`config.mk`:
```
export PLATFORM = sky130hd
export DESIGN_NAME = memshare_regfile_loader
export DESIGN_NICKNAME = d
export VERILOG_FILES = /design/src/rtl/memshare_regfile_loader.sv
export SDC_FILE = /design/constraint.sdc
export NUM_CORES = 1
export LEC_CHECK = 0
export CORE_MARGIN = 5
export CORE_UTILIZATION = 40
export DETAILED_ROUTE_END_ITERATION = 12
export PLACE_DENSITY = 0.66
export SYNTH_ARGS = -nofsm -noshare
export SYNTH_HDL_FRONTEND = slang
export SYNTH_SLANG_ARGS = --single-unit
```
`constraint.sdc`:
```
create_clock -name sys_clk -period 5.7 [get_ports sys_clk]
set_input_delay 0.855 -clock sys_clk [delete_from_list [all_inputs] [get_ports sys_clk]]
set_output_delay 0.855 -clock sys_clk [all_outputs]
set_load 0.03 [all_outputs]
```
`src/rtl/memshare_regfile_loader.sv`:
```
// -----------------------------------------------------------------------------
// memshare_regfile_loader
//
// Write-side programmer for the L1PA type-0 register file. It takes L1PA shift
// patterns from the host over a valid/ready stream, computes each pattern's
// shift delta, and packs {shift, delta, isGtr} into one type-0 page word. It
// then writes that word through the regFile write port of
// memShare_control_wrapper.
//
// Optional feature: `MEMSHARE_LOADER_LOCK_EN adds pipeCycle_busy_i. While that
// input is high, the stream is stalled so that no write can overlap an RFMU
// read of a sequence in flight.
//
// Ports
//   sys_clk, rstn        clock, asynchronous active-low reset
//   start_i              opens a sequence (honoured only in IDLE)
//   base_addr_i          first page of the sequence, sampled with start_i
//   pat_valid_i/ready_o  pattern beat handshake
//   pat_shift_i          L1PA shift value of the beat
//   pat_last_i           beat is the final pattern of the sequence
//   regType0_waddr_o     regFile write address
//   regType0_wdata_o     page word {shift, delta, isGtr}
//   regType0_we_o        regFile write enable
//   done_o               one-cycle pulse on the final write of a sequence
//   err_o                sticky error, cleared by the next accepted start_i
//   seq_len_o            pages written in the current or last sequence
//   pipeCycle_busy_i     (lock build only) RFMU busy, stalls the stream
// -----------------------------------------------------------------------------
module memshare_regfile_loader #(
    parameter int unsigned SHIFT_BITWIDTH      = 3,
    parameter int unsigned DELTA_BITWIDTH      = 3,
    parameter int unsigned SEQ_SIZE            = 8,
    parameter int unsigned TYPE0_ADDR_BITWIDTH = 6,
    parameter int unsigned TYPE0_REG_BITWIDTH  = 7,
    parameter int unsigned TYPE0_PAGE_NUM      = 64
) (
    input  logic                             sys_clk,
    input  logic                             rstn,
    input  logic                             start_i,
    input  logic [TYPE0_ADDR_BITWIDTH-1:0]   base_addr_i,
    input  logic                             pat_valid_i,
    output logic                             pat_ready_o,
    input  logic [SHIFT_BITWIDTH-1:0]        pat_shift_i,
    input  logic                             pat_last_i,
`ifdef MEMSHARE_LOADER_LOCK_EN
    input  logic                             pipeCycle_busy_i,
`endif
    output logic [TYPE0_ADDR_BITWIDTH-1:0]   regType0_waddr_o,
    output logic [TYPE0_REG_BITWIDTH-1:0]    regType0_wdata_o,
    output logic                             regType0_we_o,
    output logic                             done_o,
    output logic                             err_o,
    output logic [$clog2(SEQ_SIZE+1)-1:0]    seq_len_o
);

    // The page pointer has one extra bit so that "one past the last page" is
    // representable and can be flagged instead of wrapping to page 0.
    localparam int unsigned PTR_W = TYPE0_ADDR_BITWIDTH + 1;
    localparam int unsigned CNT_W = $clog2(SEQ_SIZE + 1);

    // Layout of one type-0 page word; is_gtr marks the last pattern.
    typedef struct packed {
        logic [SHIFT_BITWIDTH-1:0] shift;
        logic [DELTA_BITWIDTH-1:0] delta;
        logic                      is_gtr;
    } page_t;

    typedef enum logic [1:0] {
        S_IDLE   = 2'd0,
        S_STREAM = 2'd1,
        S_FLUSH  = 2'd2,
        S_ERR    = 2'd3
    } state_t;

    state_t                          state;
    state_t                          state_nxt;

    logic [PTR_W-1:0]                ptr;
    logic [PTR_W-1:0]                ptr_nxt;
    logic [SHIFT_BITWIDTH-1:0]       prev_shift;
    logic [SHIFT_BITWIDTH-1:0]       prev_shift_nxt;
    logic [CNT_W-1:0]                count;
    logic [CNT_W-1:0]                count_nxt;

    logic                            ready_q;
    logic                            ready_nxt;
    logic                            we_q;
    logic                            we_nxt;
    logic [TYPE0_ADDR_BITWIDTH-1:0]  waddr_q;
    logic [TYPE0_ADDR_BITWIDTH-1:0]  waddr_nxt;
    logic [TYPE0_REG_BITWIDTH-1:0]   wdata_q;
    logic [TYPE0_REG_BITWIDTH-1:0]   wdata_nxt;
    logic                            done_q;
    logic                            done_nxt;
    logic                            err_q;
    logic                            err_nxt;

    logic                            lock;
    logic                            accept;
    logic                            violation;
    logic                            good_beat;
    page_t                           page;

    // RFMU lock input; tied low when the feature is not built in.
`ifdef MEMSHARE_LOADER_LOCK_EN
    assign lock = pipeCycle_busy_i;
`else
    assign lock = 1'b0;
`endif

    // The registered ready already reflects last cycle's lock. Gating it with
    // the live lock also drops ready in the very first busy cycle.
    assign pat_ready_o = ready_q & ~lock;

    // Beat qualification. A violating beat is consumed but never written.
    assign accept    = (state == S_STREAM) && pat_valid_i && pat_ready_o;
    assign violation = accept && ((ptr >= PTR_W'(TYPE0_PAGE_NUM)) ||
                                  (count == CNT_W'(SEQ_SIZE)));
    assign good_beat = accept && !violation;

    // Page word of the current beat; delta wraps modulo 2^SHIFT_BITWIDTH.
    always_comb begin
        page.shift  = pat_shift_i;
        page.delta  = DELTA_BITWIDTH'(pat_shift_i - prev_shift);
        page.is_gtr = pat_last_i;
    end

    // State register.
    always_ff @(posedge sys_clk or negedge rstn) begin
        if (!rstn) begin
            state <= S_IDLE;
        end else begin
            state <= state_nxt;
        end
    end

    // Next-state logic.
    always_comb begin
        state_nxt = state;
        case (state)
            S_IDLE: begin
                if (start_i) begin
                    state_nxt = S_STREAM;
                end
            end
            S_STREAM: begin
                if (violation) begin
                    state_nxt = S_ERR;
                end else if (good_beat && pat_last_i) begin
                    state_nxt = S_FLUSH;
                end
            end
            S_FLUSH: state_nxt = S_IDLE;
            S_ERR:   state_nxt = S_IDLE;
            default: state_nxt = S_IDLE;
        endcase
    end

    // Output and datapath next values; everything lands in registers below.
    always_comb begin
        ptr_nxt        = ptr;
        prev_shift_nxt = prev_shift;
        count_nxt      = count;
        ready_nxt      = (state_nxt == S_STREAM) && !lock;
        we_nxt         = 1'b0;
        waddr_nxt      = waddr_q;
        wdata_nxt      = wdata_q;
        done_nxt       = 1'b0;
        err_nxt        = err_q;

        // Open a new sequence.
        if ((state == S_IDLE) && start_i) begin
            ptr_nxt        = PTR_W'(base_addr_i);
            prev_shift_nxt = '0;
            count_nxt      = '0;
            err_nxt        = 1'b0;
        end

        // One page write per good beat, issued on the following cycle.
        if (good_beat) begin
            we_nxt         = 1'b1;
            waddr_nxt      = ptr[TYPE0_ADDR_BITWIDTH-1:0];
            wdata_nxt      = TYPE0_REG_BITWIDTH'(page);
            prev_shift_nxt = pat_shift_i;
            ptr_nxt        = ptr + PTR_W'(1);
            count_nxt      = count + CNT_W'(1);
            done_nxt       = pat_last_i;
        end

        if (violation) begin
            err_nxt = 1'b1;
        end
    end

    // Datapath and output registers.
    always_ff @(posedge sys_clk or negedge rstn) begin
        if (!rstn) begin
            ptr        <= '0;
            prev_shift <= '0;
            count      <= '0;
            ready_q    <= 1'b0;
            we_q       <= 1'b0;
            waddr_q    <= '0;
            wdata_q    <= '0;
            done_q     <= 1'b0;
            err_q      <= 1'b0;
        end else begin
            ptr        <= ptr_nxt;
            prev_shift <= prev_shift_nxt;
            count      <= count_nxt;
            ready_q    <= ready_nxt;
            we_q       <= we_nxt;
            waddr_q    <= waddr_nxt;
            wdata_q    <= wdata_nxt;
            done_q     <= done_nxt;
            err_q      <= err_nxt;
        end
    end

    assign regType0_we_o    = we_q;
    assign regType0_waddr_o = waddr_q;
    assign regType0_wdata_o = wdata_q;
    assign done_o           = done_q;
    assign err_o            = err_q;
    assign seq_len_o        = count;

endmodule

```
* After elaboration in Yosys (flattened, before gate mapping)
Cells that the tools add are included.
** Operators by class
- Add/sub/neg operators :: 3
- $lt $le $gt $ge :: 1
- Equality and inequality tests :: 5
- Muxes and demuxes :: 14
- Reductions and logical operators :: 12
** Operator list (count)
- two-way mux 7 bit :: 2
- two-way mux 4 bit :: 2
- adder 7 x 1 -> 7 bit, second input constant :: 1
- greater-or-equal comparator 7 bit, second input constant :: 1
- logical AND 1 bit :: 6
- two-way mux 2 bit :: 3
- two-way mux 3 bit :: 2
- case mux 2 bit (3 select lines) :: 1
- adder 4 x 1 -> 4 bit, second input constant :: 1
- == test 2 x 1 -> 1 bit, second input constant :: 2
- == test 2 bit, second input constant :: 2
- == test 4 bit, second input constant :: 1
- two-way mux 1 bit :: 4
- nonzero test 2 bit :: 2
- subtractor 3 bit :: 1
- logical NOT 2 bit :: 1
- OR reduction 2 bit :: 1
- logical NOT 1 bit :: 1
- logical OR 1 bit :: 1
** Storage, ports and cells
- Register bits after elaboration :: 33
- Bits of input ports :: 14
- Output and inout port bits :: 21

* Logic depth before layout (Yosys ltp)
Gate-level depths: netlist (run 1).
- Depth in word-level cells :: 11
- Depth in mapped cells :: 9

* Worst setup path after synthesis (run 1)
No wires, ideal clock.
- Path type :: flip-flop to flip-flop
- From :: reg count[0], in the netlist seq_len_o[0]
- To :: reg ptr[5]
- Data arrival time :: 2.096 ns
- Slack :: 3.481 ns
- Cell stages (with the launch flop) :: 8
- Buffers on the path :: 1
- Period minus slack after synthesis :: 2.219 ns
- Cells stage by stage :: dfrtp_1 inv_1 ha_1 and3b_1 or3_1 buf_2 or4_1 o221a_2
** On the way
- Longest elaborated chain between the ends :: 6
- Elaborated cells on any way between the ends :: 7
- Those cells by class :: eq/ne: 1; mux: 1; reduce/logical: 5
** Ends and longest elaborated chain
- start: declaration :: RTL line 82 : logic [CNT_W-1:0] count;
- start signal: assignment :: RTL line 210 : count <= count_nxt;
- == test 4 bit * :: RTL line 118 : (count == CNT_W'(SEQ_SIZE)));
- logical OR 1 bit * :: RTL line 117 : assign violation = accept && ((ptr >= PTR_W'(TYPE0_PAGE_NUM)) ||
- logical AND 1 bit * :: RTL line 117
- logical NOT 1 bit * :: RTL line 119 : assign good_beat = accept && !violation;
- logical AND 1 bit * :: RTL line 119
- two-way mux 7 bit / nonzero test 2 bit (equally long branches)
- end signal: assignment :: RTL line 208 : ptr <= ptr_nxt;
- end: declaration :: RTL line 78 : logic [PTR_W-1:0] ptr;
Mark *: on every way between the ends. The rest lies on a longest branch, timed or not.
A chain may end at the register's enable or synchronous reset.

* Final worst setup path (run 1)
- From :: in pat_valid_i
- To :: reg ptr[5]
** On the way
- Longest elaborated chain between the ends :: 6
- Elaborated cells on any way between the ends :: 7
- Those cells by class :: mux: 1; reduce/logical: 6
** Ends and longest elaborated chain
- start: declaration :: RTL line 41 : input logic pat_valid_i,
- logical AND 1 bit * (2 in series) :: RTL line 116 : assign accept = (state == S_STREAM) && pat_valid_i && pat_ready_o;
- logical AND 1 bit :: RTL line 117
- logical NOT 1 bit :: RTL line 119
- logical AND 1 bit * :: RTL line 119
- two-way mux 7 bit / nonzero test 2 bit (equally long branches)
Marks and branches as above.

==> results of run 1 <==
-- metrics by stage --
step	area [sq um]	hold WS [ns]
after floorplan	1440	0.452
after global placement	1830	0.461
after detailed placement	1830	0.464
after CTS	1880	0.490
after global routing	1880	0.514
final	1880	0.485
-- routing by layer --
layer  vias to the layer above  wire length, um
met2                        30             1430
met3                         7              195
met4                         0               58
met1                       542             1360
li1                        560                -
met5                         -                0
-- kinds of logic after synthesis --
group                      after synthesis
and+or+nand+nor                         60
DFF                                     33
AOI/OAI and AO/OA                       28
muxes                                    1
xor gates and xnor gates                 2
buffers and inverters                   13
adders and majority gates                6
-- cell usage after synthesis --
cell type  number  area share
nand2b_1        1      0.0043
o211ai_1        1      0.0052
o31a_1          1      0.0061
mux2i_1         1      0.0069
o211a_1         1      0.0069
and2_1          1      0.0043
o31ai_1         1      0.0052
inv_2           1      0.0026
or4_1           1      0.0052
a21o_1          1      0.0052
dfrtp_1        33        0.57
xnor2_1         1      0.0061
ha_1            5       0.043
nand3_1         5       0.017
and3b_1         1      0.0061
nor3b_1         1      0.0052
nor2_1          3      0.0078
fa_1            1       0.014
nor4_1          1      0.0043
nor3_1          3       0.010
a211o_1         1      0.0061
inv_1           7       0.018
a21oi_1         3       0.010
or3_1           2      0.0087
buf_2           1      0.0035
o21ai_0        15       0.052
or3b_2          1      0.0061
o221a_2         3       0.023
clkbuf_1        3      0.0078
nand2_1        38       0.099
buf_4           1      0.0052
and3_1          1      0.0043
xor2_1          1      0.0061
a22oi_1         1      0.0052
nand4b_1        1      0.0061
-- power by group --
part	internal (mW)	switching, mW
combinational	0.197	0.282
clock	0.0469	0.0771
sequential	0.329	0.0734
total	0.573	0.433
-- state kept, by name, indices dropped and copies added (netlist names) --
name,cells
state,2
err_o,1
pat_ready_o,1
done_o,1
regType0_we_o,1
regType0_waddr_o,6
prev_shift,3
regType0_wdata_o,7
seq_len_o,4
ptr,7
-- final timing paths --
kind / startpoint / endpoint / slack (ns)
min in group asynchronous: rstn / regType0_wdata_o[6]$_DFFE_PN0N_ / 0.93
setup reg to reg: seq_len_o[0]$_DFFE_PN0P_ / ptr[5]$_DFFE_PN0P_ / 3.21
setup / recovery: pat_valid_i / ptr[5]$_DFFE_PN0P_ / 2.95
hold / removal: regType0_waddr_o[0]$_DFFE_PN0N_ / regType0_waddr_o[0]$_DFFE_PN0N_ / 0.49
max in group asynchronous: rstn / regType0_waddr_o[3]$_DFFE_PN0N_ / 4.47
hold reg to reg: regType0_waddr_o[0]$_DFFE_PN0N_ / regType0_waddr_o[0]$_DFFE_PN0N_ / 0.49
-- final cells by class --
cell class,instances,area [sq um],share of cell area
Sequential cell,33,826,0.440
Multi-Input combinational cell,97,564,0.301
Timing Repair Buffer,35,348,0.185
Tap cell,46,57.6,0.0307
Clock buffer,6,41.3,0.0220
Inverter,8,30.0,0.0160
Clock inverter,2,10.0,0.00533
-- worst min-delay path, cell delays in order (launching register included) --
cell and delay, ns:
dfrtp_1 0.35, nand2_1 0.05, nand2_1 0.06
-- placed cells by master (no fill, tap or decap), types with 2 or more instances in the layout --
cell type	n
a21oi_1	3
nand3_1	5
clkbuf_4	5
nand2_1	38
o21ai_0	15
o221a_2	3
clkinv_2	2
or3_1	2
nor3_1	3
nor2_1	3
inv_1	7
clkdlybuf4s50_1	34
ha_1	5
dfrtp_1	33
==> reports/results.ini, run 1 <==
[timing]
fmax_mhz=364
setup_violations=0
slew-limit-headroom=0.441
fin_setup_tns_ns=0
setup_ws_ns=2.95
worst_pin_slew_ns=0.839
drv_slew=0
period_needed_ns=2.75
rsz0062_at_grt=false
timing.final.crit_share=0.482
skew_ns=0.00621
hold_viol=0

[synthesis]
avgSynthCellArea_sq_um=10.1
ys_ff_latch=33
synth_top_family_by_area=simple AND/OR/NAND/NOR gates
synth.area.mux_share=0.00693
synth.distinct_cells=35
syn_area_sq_mm=0.00144
synth-adder-area-share=0.0572
synthSimpleGateAreaFrac=0.189
ys.warnings.count=0
seq_area_frac_synth=0.572
syn-num-nets=163
synth-compound-area-share=0.126
synthCells=143
synth_xor_area_frac=0.0121

[floorplan]
dieArea_sq_mm=0.00491
ios=35
rows=21
die_height_um=70.1
die-width_um=70.1
core_area_sq_mm=0.00342
start_util=0.423

[finish]
n_antenna_cell=0
area_growth_pct=30.0
nFillCells=325
final_nets=200
finish.utilization=0.549
fin_cells=227
layout-drive-gt1-share=0.0718

[global_routing]
track_usage=0.136
grt_pass1_wl_mm=5.26
use_met2=0.226
grt-busiest-layer=met2
grtUsageMet1=0.152
grt-ovfl-total=0
use_met3=0.0588
grt_max_degree=34
antenna_found_initial=0
grt_pass1_vias=1143

[route]
first_pass_iters=4
via_per_inst=5.02
final_antenna_net_count=0
wl_per_cell_um=13.4
drc=0
dr.first_iter.drc_count=66
dr_total_vias=1139
drt-total-wl_mm=3.05

[clock_network]
cts_inserted_buffers=5
ctsHoldBuffers=0
cts_tree=yes
cts_setup_buffers=0
cts.sinks=33
clk_path_buf_depth=2
path_clk_slew_ns=0.10
htree_num_levels=2
cts_resized=0
clock_latency_ns=0.33
root_buffer=clkbuf_4

[worst_setup_path]
crit_family=simple AND/OR/NAND/NOR gates
crit_buf_inv=2
critPathKind=primary input to flop
worst_setup_path_start_kind=primary input
critPathMaxFanout=28
endpoint_kind=flop
cp_cell_sequence=clkdlybuf4s50_1 > nand4b_1 > or3_1 > inv_2 > a21oi_1 > o221a_2
cp.arrival_ns=2.97
crit_cells=6
cp_data_required_time_ns=5.93
r2r_cells=7
slowest_stage=or3_1
cpPeakStageDelay_ns=0.72

[pwr]
p_per_area_mw_per_mm2=536
ir_worst_vdd_mv=0.206
p_leak_nw=0.877
power_mw=1.01

[hold_path]
hp-class=flop to flop
hold-path-cell-count=2

[placed_design]
dp_cells=219
post-dp-hpwl_mm=2.19
pre_cts_slack_ns=2.61
numPortBuffers=34
gp_congestion=0.820

[outcome]
status=completed

[run]
maxCapViolCount=0

(Power assumes the default switching activity.)
==> run 2, diff against run 1 <==
Clock period 5.7 ns to 2.9 ns, I/O delays scaled along.
==> run 2 against run 1 <==
- worst setup slack worse by 2.2 ns
- critical endpoint unchanged
- die area unchanged
- power up 100%
- core utilization up 0.99 points
==> reports/results.ini, run 2 (synthesis results as in run 1) <==
[pwr]
switchingPower_mw=0.851  ; +97%
p_per_area_mw_per_mm2=1070  ; +99%
intPower_mw=1.19  ; +110%
swShare=0.418  ; -0.0124
p_clk_frac=0.144  ; +0.021
p_leak_nw=0.895  ; +2.1%
p_seq_frac=0.387  ; -0.013
power_frac_comb=0.469  ; -0.008
ir_worst_vdd_mv=0.548  ; +170%

[clock_network]
cts.sinks=33  ; unchanged
cts_tree=yes
root_buffer=clkbuf_4
ctsHoldBuffers=0  ; unchanged
path_clk_slew_ns=0.10  ; about the same
clk_path_buf_depth=2  ; unchanged
cts_inserted_buffers=5  ; unchanged
cts_setup_buffers=0  ; unchanged
cts_resized=0  ; unchanged
clock_latency_ns=0.32  ; about the same
htree_num_levels=2  ; unchanged

[route]
first_pass_iters=4  ; unchanged
final_antenna_net_count=0  ; unchanged
via_per_inst=4.98  ; -0.79%
drc=0  ; unchanged
drt-total-wl_mm=3.00  ; -1.4%
dr.first_iter.drc_count=70  ; +6.1%
wl_per_cell_um=13.1  ; -2.3%
dr_total_vias=1140  ; +0.088%

[finish]
final_common_cell=nand2_1
nFillCells=320  ; -1.5%
final_nets=202  ; +1.0%
final_cell_mix=nand2_1, clkdlybuf4s50_1, dfrtp_1
n_antenna_cell=0  ; unchanged
layout-drive-gt1-share=0.0874  ; +0.0156
fin_cells=229  ; +0.88%
finish.utilization=0.559  ; +0.00989
area_growth_pct=32.3

[global_routing]
antenna_found_initial=0  ; unchanged
grt_pass1_vias=1144  ; +0.087%
grt-ovfl-total=0  ; unchanged
track_usage=0.134  ; -0.00175
grt_pass1_wl_mm=5.29  ; +0.53%
grt_max_degree=34  ; unchanged

[worst_setup_path]
critPathKind=flop to flop
slowest_stage=or3_1
endpoint_kind=flop
worst_setup_path_start_kind=flop
cp_cell_sequence=inv_1 > ha_1 > and3b_1 > or3_1 > inv_2 > a21oi_1 > o221a_2
critPathMaxFanout=17  ; -39%
crit_family=simple AND/OR/NAND/NOR gates
crit_cells=7  ; +1
crit_buf_inv=2  ; unchanged
r2r_slack_ns=0.72  ; -2.49 ns
cp_data_required_time_ns=3.12  ; -2.81 ns
cpPeakStageDelay_ns=0.50  ; -0.22 ns
r2r_cells=7  ; unchanged
cp.arrival_ns=2.39  ; -0.58 ns

[placed_design]
dp_cells=221  ; +0.91%
gp_congestion=0.741  ; -9.7%
numPortBuffers=34  ; unchanged
post-dp-hpwl_mm=2.18  ; -0.42%

[timing]
period_needed_ns=2.18
setup_violations=0  ; unchanged
drv_slew=0  ; unchanged
slew-limit-headroom=0.631  ; +0.190
rsz0062_at_grt=false
skew_ns=0.00676  ; +0.000552 ns
fmax_mhz=460
hold_viol=0  ; unchanged
fin_setup_tns_ns=0  ; unchanged
timing.final.crit_share=0.750
worst_pin_slew_ns=0.553  ; -0.286 ns

[floorplan]
start_util=0.423  ; unchanged
core_area_sq_mm=0.00342  ; unchanged
die_height_um=70.1  ; unchanged
rows=21  ; unchanged
dieArea_sq_mm=0.00491  ; unchanged
die-width_um=70.1  ; unchanged
ios=35  ; unchanged

[outcome]
status=completed

[run]
maxCapViolCount=0  ; unchanged

[hold_path]
hold-path-cell-count=2  ; unchanged
hp-class=flop to flop

run 2: area by class of cell:
type / count / area, sq um / area share
clock buffer: 7 / 65.1 / 0.0341
timing repair buffer: 37 / 363 / 0.190
tap: 46 / 57.6 / 0.0301
inverter: 8 / 30.0 / 0.0157
clock inverter: 1 / 5.00 / 0.00262
multi-input combinational: 97 / 564 / 0.295
sequential: 33 / 826 / 0.432
run 2: power by group through the flow:
stage	clock network (mW)	registers, mW	logic, mW
after floorplan	0	1.01	0.372
after global placement	0	0.790	0.955
after detailed placement	0	0.801	0.963
after CTS	0.303	0.791	0.969
after global routing	0.328	0.815	1.05
final	0.294	0.789	0.955
run 2: path summary, 6_finish.rpt:
kind,startpoint,end
worst max register to register,seq_len_o[0]$_DFFE_PN0P_,ptr[5]$_DFFE_PN0P_
max in group asynchronous,rstn,regType0_waddr_o[5]$_DFFE_PN0N_
worst min register to register,regType0_wdata_o[2]$_DFFE_PN0N_,regType0_wdata_o[2]$_DFFE_PN0N_
min in group asynchronous,rstn,regType0_wdata_o[3]$_DFFE_PN0N_
worst max-delay path,seq_len_o[0]$_DFFE_PN0P_,ptr[5]$_DFFE_PN0P_
worst min-delay path,regType0_wdata_o[2]$_DFFE_PN0N_,regType0_wdata_o[2]$_DFFE_PN0N_
run 2: worst min-delay path: stages, from the launching register on:
cell and delay, ns:
dfrtp_1 0.35, nand2_1 0.04, o21ai_0 0.06
run 2: routing by layer:
layer  vias to the layer above  wire [um]  GRT usage
met5                         -          0          0
met4                         0         17     0.0574
met3                         2        183     0.0473
met2                        38       1440      0.216
met1                       540       1360      0.162
li1                        560          -          -
run 2: stage by stage:
step	cell area [sq um]	power [mW]	hold WS, ns	setup WS (ns)
after detailed placement	1840	1.76	0.466	0.544
after floorplan	1440	1.38	0.139	0.681
after global placement	1840	1.74	0.462	0.607
final	1910	2.04	0.484	0.725
after CTS	1910	2.06	0.491	0.729
after global routing	1910	2.19	0.518	0.604
==> run 3, diff against run 2 <==
Clock period 2.9 ns to 2.05 ns, I/O delays scaled along.
==> run 3 against run 2 <==
- sequential share of layout area is 0.79 points lower
- largest cell class unchanged
- critical path type unchanged
- cell area grew 2.2%
- critical endpoint unchanged
- first-iteration DRC count is 26% lower
- clock power increased by 21%
- critical path depth fell by 1
==> reports/results.ini, run 3 (synthesis results as in run 1) <==
[run]
maxCapViolCount=0  ; unchanged

[finish]
final_common_cell=nand2_1
layout-drive-gt1-share=0.148  ; +0.0607
nFillCells=316  ; -1.3%
n_antenna_cell=0  ; unchanged
area_growth_pct=35.2
final_cell_mix=nand2_1, clkdlybuf4s50_1, dfrtp_1
final_nets=208  ; +3.0%
finish.utilization=0.571  ; +0.0121
seq_area_sq_um=828  ; +0.30%
multiInputGateArea_sq_um=571  ; +1.1%

[route]
drt-total-wl_mm=3.12  ; +3.8%
dr_total_vias=1161  ; +1.8%
wl_per_cell_um=13.3  ; +1.1%
dr.first_iter.drc_count=52  ; -26%
final_antenna_net_count=0  ; unchanged
via_per_inst=4.94  ; -0.76%
drc=0  ; unchanged
first_pass_iters=4  ; unchanged

[placed_design]
post-dp-hpwl_mm=2.31  ; +5.9%
gp_congestion=0.811  ; +9.5%
numPortBuffers=34  ; unchanged
pre_cts_slack_ns=0.00491  ; -0.539 ns

[timing]
period_needed_ns=1.91  ; -0.266 ns
drv_slew=0  ; unchanged
skew_ns=0.00986  ; +0.00310 ns
fmax_mhz=524  ; +14%
hold_viol=0  ; unchanged
slew-limit-headroom=0.625  ; -0.00616
rsz0062_at_grt=false
setup_violations=0  ; unchanged
worst_pin_slew_ns=0.562  ; +0.00922 ns
fin_setup_tns_ns=0  ; unchanged
timing.final.crit_share=0.931  ; +0.181
setup_ws_ns=0.141  ; -0.584 ns

[clock_network]
root_buffer=clkbuf_4
ctsHoldBuffers=0  ; unchanged
cts_tree=yes
cts_inserted_buffers=5  ; unchanged
cts.sinks=33  ; unchanged
cts_resized=0  ; unchanged
htree_num_levels=2  ; unchanged
clock_latency_ns=0.34  ; +0.02 ns
path_clk_slew_ns=0.11  ; about the same
cts_setup_buffers=0  ; unchanged
clk_path_buf_depth=2  ; unchanged

[global_routing]
track_usage=0.142  ; +0.00786
grt_pass1_wl_mm=5.57  ; +5.4%
grt_max_degree=34  ; unchanged
grt-ovfl-total=0  ; unchanged
grt_pass1_vias=1231  ; +7.6%
antenna_found_initial=0  ; unchanged

[worst_setup_path]
worst_setup_path_start_kind=flop
cp.arrival_ns=2.15  ; -0.24 ns
cp_data_required_time_ns=2.29  ; -0.83 ns
endpoint_kind=flop
critPathKind=flop to flop
critPathMaxFanout=6  ; -11

[pwr]
p_leak_nw=0.909  ; +1.6%
ir_worst_vdd_mv=0.718  ; +31%
p_per_area_mw_per_mm2=1490  ; +40%

[floorplan]
rows=21  ; unchanged
start_util=0.423  ; unchanged
core_area_sq_mm=0.00342  ; unchanged
die-width_um=70.1  ; unchanged
dieArea_sq_mm=0.00491  ; unchanged
die_height_um=70.1  ; unchanged
ios=35  ; unchanged

[outcome]
status=completed

[hold_path]
hp-class=primary input to asynchronous set/reset pin

[run 3: critical path, stage by stage (launching register included)]
cell	delay (ns)
dfrtp_2	0.42
inv_2	0.04
ha_1	0.18
and3b_2	0.24
or3_4	0.38
or4_1	0.42
o221a_2	0.14
[run 3: metal layers]
layer  global-route usage  up-vias  wire [um]
li1                     -      576          -
met4               0.0617        0         36
met1                0.175      540       1360
met2                0.225       40       1500
met3               0.0502        5        224
met5                    0        -          0
[run 3: area by class of cell]
class                   count  share of cell area
inverters                   8              0.0167
well taps                  46              0.0295
repair buffers             43               0.209
clock buffers               5              0.0192
multi-input cells          97               0.292
flip-flops and latches     33               0.424
clock inverters             3             0.00897
[run 3: report_power, final]
| part | switching [mW] | internal [mW] |
|---|---|---|
| Sequential | 0.205 | 0.918 |
| Clock | 0.227 | 0.129 |
| Combinational | 0.803 | 0.622 |
[run 3: path summary, 6_finish.rpt]
kind | from | end | slack (ns) | cells after the start
min in group sys_clk | regType0_wdata_o[6]$_DFFE_PN0N_ | regType0_wdata_o[6]$_DFFE_PN0N_ | 0.48 | 2
worst min register to register | regType0_wdata_o[6]$_DFFE_PN0N_ | regType0_wdata_o[6]$_DFFE_PN0N_ | 0.48 | 2
worst max register to register | seq_len_o[0]$_DFFE_PN0P_ | ptr[5]$_DFFE_PN0P_ | 0.14 | 6
worst max-delay path | seq_len_o[0]$_DFFE_PN0P_ | ptr[5]$_DFFE_PN0P_ | 0.14 | 6
max in group asynchronous | rstn | seq_len_o[1]$_DFFE_PN0P_ | 1.37 | 2
worst min-delay path | rstn | prev_shift[0]$_DFFE_PN0P_ | 0.36 | 2
[run 3: per-stage QoR]
step | std cells | hold slack, ns | cell area [sq um] | power, mW
floorplan | 143 | 0.0119 | 1450 | 1.97
CTS | 235 | 0.360 | 1940 | 2.94
global route | 235 | 0.386 | 1950 | 3.15
detailed placement | 227 | 0.466 | 1890 | 2.57
global placement | 227 | 0.458 | 1890 | 2.53
finish | 235 | 0.359 | 1950 | 2.90
